<file path="src/rtl/addsub_sequencer.sv">
// Control FSM for the signed accumulate datapath: A +/- B +/- C +/- D with skippable operands.
// Result after SETTLE_CYCLES*(1+enabled operands)+1 cycles; start ignored while busy, result held until ack.
module addsub_sequencer #(
  parameter int SETTLE_CYCLES = 2
) (
  input  logic       clock,
  input  logic       reset,
  input  logic       start,
  input  logic [2:0] op_en,
  input  logic [2:0] op_sub,
  input  logic       ack,
  output logic       s0,
  output logic       s1,
  output logic       s2,
  output logic       addOrSub,
  output logic       done,
  output logic       busy,
  output logic       result_valid,
  output logic [1:0] step_count
);

  typedef enum logic [2:0] {IDLE, LOAD, STEP_B, STEP_C, STEP_D, FINISH} state_t;

  localparam logic [3:0] CNT_INIT = 4'(SETTLE_CYCLES - 1);

  state_t     r_state;
  logic [3:0] r_cnt;
  logic [2:0] r_en;
  logic [2:0] r_sub;
  logic       r_s0, r_s1, r_s2, r_aos, r_done, r_busy, r_rv;
  logic [1:0] r_step;
  state_t     w_nxt;

  // Next enabled operand after the current state, in B, C, D order.
  always_comb begin
    w_nxt = FINISH;
    case (r_state)
      LOAD:    w_nxt = r_en[0] ? STEP_B : r_en[1] ? STEP_C : r_en[2] ? STEP_D : FINISH;
      STEP_B:  w_nxt = r_en[1] ? STEP_C : r_en[2] ? STEP_D : FINISH;
      STEP_C:  w_nxt = r_en[2] ? STEP_D : FINISH;
      default: w_nxt = FINISH;
    endcase
  end

  always_ff @(posedge clock) begin
    if (reset) begin
      r_state <= IDLE;
      r_cnt   <= CNT_INIT;
      r_en    <= 3'b000;
      r_sub   <= 3'b000;
      r_s0    <= 1'b0;
      r_s1    <= 1'b0;
      r_s2    <= 1'b0;
      r_aos   <= 1'b1;
      r_done  <= 1'b1;
      r_busy  <= 1'b0;
      r_rv    <= 1'b0;
      r_step  <= 2'd0;
    end else begin
      case (r_state)
        IDLE: begin
          if (start) begin
            r_en    <= op_en;
            r_sub   <= op_sub;
            r_busy  <= 1'b1;
            r_cnt   <= CNT_INIT;
            r_state <= LOAD;
          end
        end
        LOAD, STEP_B, STEP_C, STEP_D: begin
          if (r_cnt != 4'd0) begin
            r_cnt <= r_cnt - 4'd1;
          end else begin
            if (r_state != LOAD) r_step <= r_step + 2'd1;
            r_cnt   <= CNT_INIT;
            r_state <= w_nxt;
            // Control word of the state being entered; FINISH keeps select and addOrSub.
            case (w_nxt)
              STEP_B: begin
                r_s0 <= 1'b1; r_done <= 1'b0; r_s2 <= 1'b0; r_s1 <= 1'b0; r_aos <= ~r_sub[0];
              end
              STEP_C: begin
                r_s0 <= 1'b1; r_done <= 1'b0; r_s2 <= 1'b0; r_s1 <= 1'b1; r_aos <= ~r_sub[1];
              end
              STEP_D: begin
                r_s0 <= 1'b1; r_done <= 1'b0; r_s2 <= 1'b1; r_s1 <= 1'b0; r_aos <= ~r_sub[2];
              end
              default: begin
                r_s0 <= 1'b1; r_done <= 1'b1; r_rv <= 1'b1;
              end
            endcase
          end
        end
        FINISH: begin
          if (ack) begin
            r_state <= IDLE;
            r_s0    <= 1'b0;
            r_s1    <= 1'b0;
            r_s2    <= 1'b0;
            r_aos   <= 1'b1;
            r_done  <= 1'b1;
            r_busy  <= 1'b0;
            r_rv    <= 1'b0;
            r_step  <= 2'd0;
          end
        end
        default: r_state <= IDLE;
      endcase
    end
  end

  assign s0           = r_s0;
  assign s1           = r_s1;
  assign s2           = r_s2;
  assign addOrSub     = r_aos;
  assign done         = r_done;
  assign busy         = r_busy;
  assign result_valid = r_rv;
  assign step_count   = r_step;

endmodule

</file>
<file path="config.mk">
export PLATFORM = sky130hd
export DESIGN_NAME = addsub_sequencer
export DESIGN_NICKNAME = d
export VERILOG_FILES = /design/src/rtl/addsub_sequencer.sv
export SDC_FILE = /design/constraint.sdc
export NUM_CORES = 1
export LEC_CHECK = 0
export ABC_AREA = 1
export CORE_UTILIZATION = 45
export DETAILED_ROUTE_END_ITERATION = 8
export PLACE_DENSITY_LB_ADDON = 0.25
export SETUP_SLACK_MARGIN = 0.1
export SLEW_MARGIN = 20
export SYNTH_ARGS = -nofsm -noshare
export SYNTH_HDL_FRONTEND = slang
export SYNTH_SLANG_ARGS = --single-unit
</file>
<file path="constraint.sdc">
create_clock -name clock -period 3.99 [get_ports clock]
set_input_delay 0.5985 -clock clock [delete_from_list [all_inputs] [get_ports clock]]
set_output_delay 0.5985 -clock clock [all_outputs]
set_load 0.02 [all_outputs]
</file>
Word-level counts from Yosys, hierarchy flattened
Cells that the tools add are included.
{"block": "op_classes", "n_addsub": 2, "eq_ne": 17, "n_mux": 36, "bitwise": 3, "n_reduce_logical": 19}
{"op": "4-bit AND reduction", "n": 5}
{"op": "1-bit one-hot mux with 2 select lines", "n": 9}
{"op": "3-bit one-hot mux with 3 select lines", "n": 2}
{"op": "3-bit 2-to-1 mux", "n": 5}
{"op": "3-bit by 2-bit equality test with 1-bit output (second input constant)", "n": 4}
{"op": "1-bit 2-to-1 mux", "n": 12}
{"op": "2-bit != test (second input constant)", "n": 5}
{"op": "3-bit equality test (second input constant)", "n": 3}
{"op": "3-bit AND reduction", "n": 3}
{"op": "4-bit 2-to-1 mux", "n": 2}
{"op": "4-bit one-hot mux with 2 select lines", "n": 1}
{"op": "2-bit 2-to-1 mux", "n": 3}
{"op": "3-bit != test (second input constant)", "n": 2}
{"op": "2-bit nonzero test", "n": 3}
{"op": "4-bit != test (second input constant)", "n": 1}
{"op": "2-bit one-hot mux with 2 select lines", "n": 1}
{"op": "2-bit AND reduction", "n": 2}
{"op": "4-bit nonzero test", "n": 1}
{"op": "2-bit OR reduction", "n": 2}
{"op": "4-bit OR reduction", "n": 1}
{"op": "4-bit by 1-bit subtractor with 4-bit output (second input constant)", "n": 1}
{"op": "3-bit by 1-bit equality test with 1-bit output (second input constant)", "n": 1}
{"op": "3-bit zero test", "n": 1}
{"op": "3-bit by 1-bit != test with 1-bit output (second input constant)", "n": 1}
{"op": "4 further kinds", "n": 6}
{"block": "totals", "reg_bits": 22, "in_bits": 10, "out_inout_bits": 9, "wordCells": 89}

Longest topological paths before layout
{"block": "logic_depth", "depth_word": 9, "ltp_mapped": 11}

Least setup slack after synthesis
Ideal clock, no wire load.
{"block": "synth_timing", "path_type": "reg-to-reg", "startpoint": "reg r_state[0]", "endpoint": "reg r_s1 (netlist: s1)", "t_arrival_ns": 1.269, "required_ns": 3.880, "slack_ns": 2.610, "stages_incl_launch_ff": 11, "path_buffers": 0, "period_less_slack_ns": 1.380, "path_cell_list": "dfxtp_1 -> inv_2 -> nor2_2 -> nand2_2 -> or2_4 -> nand2_4 -> nor2_8 -> nand2_4 -> inv_2 -> nor2_2 -> nor2_2"}
{"block": "synth_via", "elab_chain_len": 7}
{"item": "start, declared", "line_no": "26", "rtl": "state_t r_state;"}
{"item": "start signal, assigned", "line_no": "76", "rtl": "r_state <= w_nxt;"}
{"item": "3-bit by 2-bit equality test with 1-bit output / 3-bit by 1-bit equality test with 1-bit output (equally long branches)", "line_no": "37, 60"}
{"item": "3-bit one-hot mux with 3 select lines", "line_no": "37", "rtl": "case (r_state)"}
{"item": "3-bit equality test / 3-bit by 2-bit equality test with 1-bit output (equally long branches)", "line_no": "78", "rtl": "case (w_nxt)"}
{"item": "2-bit OR reduction (no source line)"}
{"item": "1-bit one-hot mux with 2 select lines", "line_no": "78"}
{"item": "1-bit 2-to-1 mux", "line_no": "71", "rtl": "if (r_cnt != 4'd0) begin"}
{"item": "1-bit one-hot mux with 2 select lines", "line_no": "60", "rtl": "case (r_state)"}
{"item": "end signal, assigned", "line_no": "80", "rtl": "r_s0 <= 1'b1; r_done <= 1'b0; r_s2 <= 1'b0; r_s1 <= 1'b0; r_aos <= ~r_sub[0];"}
{"item": "end signal, assigned", "line_no": "83", "rtl": "r_s0 <= 1'b1; r_done <= 1'b0; r_s2 <= 1'b0; r_s1 <= 1'b1; r_aos <= ~r_sub[1];"}
{"item": "end signal, assigned", "line_no": "86", "rtl": "r_s0 <= 1'b1; r_done <= 1'b0; r_s2 <= 1'b1; r_s1 <= 1'b0; r_aos <= ~r_sub[2];"}
{"item": "end, declared", "line_no": "30", "rtl": "logic r_s0, r_s1, r_s2, r_aos, r_done, r_busy, r_rv;"}
Several ways; a longest one is shown, not always the timed one. The select of a mux whose other input is x is not followed.
A chain may end at the register's enable or synchronous reset.

Worst setup path after layout
{"block": "layout_timing", "startpoint": "reg r_aos (netlist: addOrSub)", "endpoint": "out addOrSub"}
{"item": "start, declared", "line_no": "30"}
{"item": "start signal, assigned", "line_no": "54", "rtl": "r_aos <= 1'b1;"}
{"item": "start signal, assigned", "line_no": "80"}
{"item": "start signal, assigned", "line_no": "83"}
{"item": "end, declared", "line_no": "15", "rtl": "output logic addOrSub,"}
No word-level cell between the ends.

==> results.cfg <==
[finish]
mostFrequentLayoutCell = nand2_1
final_cell_mix = 34 x nand2_1, 22 x dfxtp_1, 19 x inv_1, 18 x clkdlybuf4s50_1, 15 x nand3_1
drive_gt1_share_pct = 16.1
diodes = 0
synthToLayoutAreaGrowth_pct = 21.1
fin_nets = 193
final_cell_count_no_fill = 210

[clock_tree]
post_cts_resized = 0
cts_tree = yes
clk_latency_ns = 0.30
path_clk_slew_ns = 0.12
clock-sinks = 22
cts.path.max_buffers = 2
post_cts_buffers = 0
htreeDepth = 1
cts_root_buffer = clkbuf_4
numCtsBuffers = 3
cts_hold_buf = 0

[power]
power_density_nw_per_um2 = 826
power_leakage_nw = 0.617
peakVddDrop_v = 0.000506

[routing]
avgRoutedWirePerCell_microns = 11.0
drc = 0
dr_wl_met2_microns = 1050
drt_wl_total_microns = 2320
wl_met3_microns = 78
highest_layer = met4
final_antenna_net_count = 0
met1_length_microns = 1160
first_pass_iters = 4
drtIter0Drc = 21
via_per_inst = 5.04
num_vias = 1059

[timing]
timing.fmax_mhz = 531
period_needed_ns = 1.88
finalHoldViolations = 0
slew_headroom_pct = 71.1
whs_ns = 0.458
fin_worst_skew_ns = 0.00135
final_max_slew_viol_count = 0
tns_ns = 0
final.period_utilization_pct = 47.2
finalSetupViolCount = 0
worstMarginPinSlew_ns = 0.433
rsz0062_at_grt = false

[synth]
syn_avg_cell_area_sq_um = 7.28
ys.warnings.count = 0
synth_nets = 172
syn_inst = 160
syn_area_sq_um = 1160
ys_seq_area_share_pct = 37.8
ys_types = 27
synth_seq_cells = 22

[worst_setup_path]
worstSetupPathType = register to primary output
path_delay_family = buffers and inverters
rr_worst_depth = 9
critPathSlowestCell = clkdlybuf4s50_1
worst_setup_path_end_kind = primary output
start_kind = register
reg2reg_from = r_state[0]
arrival_ns = 1.28
path_buf_inv = 1
crit_fanout = 2
cpPeakStageDelay_ns = 0.62
cp_data_required_time_ns = 3.39
worstReg2RegEnd = addOrSub
r2r_slack_ns = 2.36
cp_cell_sequence = clkdlybuf4s50_1

[run_status]
status = completed

[grt]
antenna_found_initial = 0
grt_first_pass_wirelength_microns = 3930
grt_pass1_vias = 970
grt_max_degree = 15
grt_usage_pct = 19.0
overflow = 0

[placement]
globalplace.congestion = 0.851
dp_cells = 206
hpwl_microns = 1810
port_buffers = 18

[floorplan]
start_util_pct = 47.5
rows = 18
dieWidth_microns = 52.9
num_io_pins = 19
die_h_microns = 52.9
core_sq_um = 2450
dieArea_sq_um = 2800

[min_path]
hp-class = register to register
min_from = result_valid
whs_endpoint = result_valid
min_delay_path_depth = 2

[run]
max_cap_violations = 0
==> per-stage QoR <==
step	cell area, sq um	util [%]	power, W	worst slack [ns]
floorplan	1160	-	0.000890	2.61
global placement	1370	56.0	0.00103	2.07
detailed placement	1370	56.0	0.00105	2.01
CTS	1410	57.4	0.00117	2.10
global route	1410	57.4	0.00127	2.05
finish	1410	57.4	0.00116	2.11
==> logic make-up (layout without fill, tap and decap cells) <==
group / Yosys count / count (layout) / synth area share [%]
and+or+nand+nor: 81 / 81 / 36.8
AOI/OAI and AO/OA: 28 / 28 / 13.5
buffers and inverters: 25 / 45 / 8.16
DFF: 22 / 22 / 37.8
adders and majority gates: 2 / 2 / 2.15
xor gates and xnor gates: 2 / 2 / 1.50
==> routing by layer <==
layer	up-vias	track usage, %
met3	4	2.59
met5	-	0
met2	21	31.4
met1	482	25.4
li1	552	-
met4	0	5.26
==> flip-flops by register name (all words and copies together), names as in the netlist <==
register / cells
result_valid: 1
step_count: 2
r_cnt: 4
r_sub: 3
s0: 1
busy: 1
r_en: 3
addOrSub: 1
s1: 1
done: 1
r_state: 3
s2: 1
==> tightest hold or removal path: cells and delay by family, from the launching register on <==
kind | cells | cell delay, ns
DFF | 1 | 0.33
AOI/OAI and AO/OA | 1 | 0.05
buffers and inverters | 1 | 0.05
==> report_power, final <==
| group | internal (W) | leakage, nW | switching [W] |
|---|---|---|---|
| Sequential | 0.000291 | 0.181 | 0.0000556 |
| Combinational | 0.000259 | 0.415 | 0.000440 |
| Clock | 0.0000556 | 0.0210 | 0.0000634 |
| Total | 0.000606 | 0.617 | 0.000559 |
==> cells in the mapped netlist <==
library cell / instances / share of area [%]
nand4_1: 1 / 0.54
or2_2: 1 / 0.54
nand2_4: 3 / 2.9
nor2_4: 1 / 0.97
nor2_1: 10 / 3.2
o21ai_0: 9 / 3.9
o21bai_1: 1 / 0.64
or2_4: 1 / 0.75
nor3_1: 3 / 1.3
buf_2: 1 / 0.43
inv_1: 19 / 6.1
nand2_2: 2 / 1.1
ha_1: 2 / 2.1
nand3_1: 15 / 6.4
nand3_4: 1 / 1.5
dfxtp_1: 22 / 38
clkbuf_1: 1 / 0.32
xor2_1: 2 / 1.5
nor2_2: 5 / 2.7
a21oi_1: 14 / 6.0
inv_2: 4 / 1.3
and2_1: 1 / 0.54
nand2_1: 34 / 11
a21oi_2: 2 / 1.5
nor2_8: 1 / 1.7
nand3_2: 2 / 1.7
o21ai_2: 2 / 1.5
==> worst max path at each step <==
stage	slack, ns	endpoint	cells past startpoint	from
4_1_cts	2.10	addOrSub	1	addOrSub
3_3_place_gp	2.07	r_cnt[0]	4	reset
6_report	2.11	addOrSub	1	addOrSub
2_1_floorplan	2.61	s1	10	r_state[0]
3_5_place_dp	2.01	r_cnt[0]	4	reset
5_1_grt	2.05	step_count[1]	1	step_count[1]
==> final cells by class <==
type | instances | area (sq um)
multi-input cells | 113 | 629
clock buffers | 4 | 36.3
repair buffers | 18 | 180
inverters | 23 | 86.3
flip-flops and latches | 22 | 440
fillers | 244 | 1040
well taps | 30 | 37.5
Power figures use the tool's default switching activity.
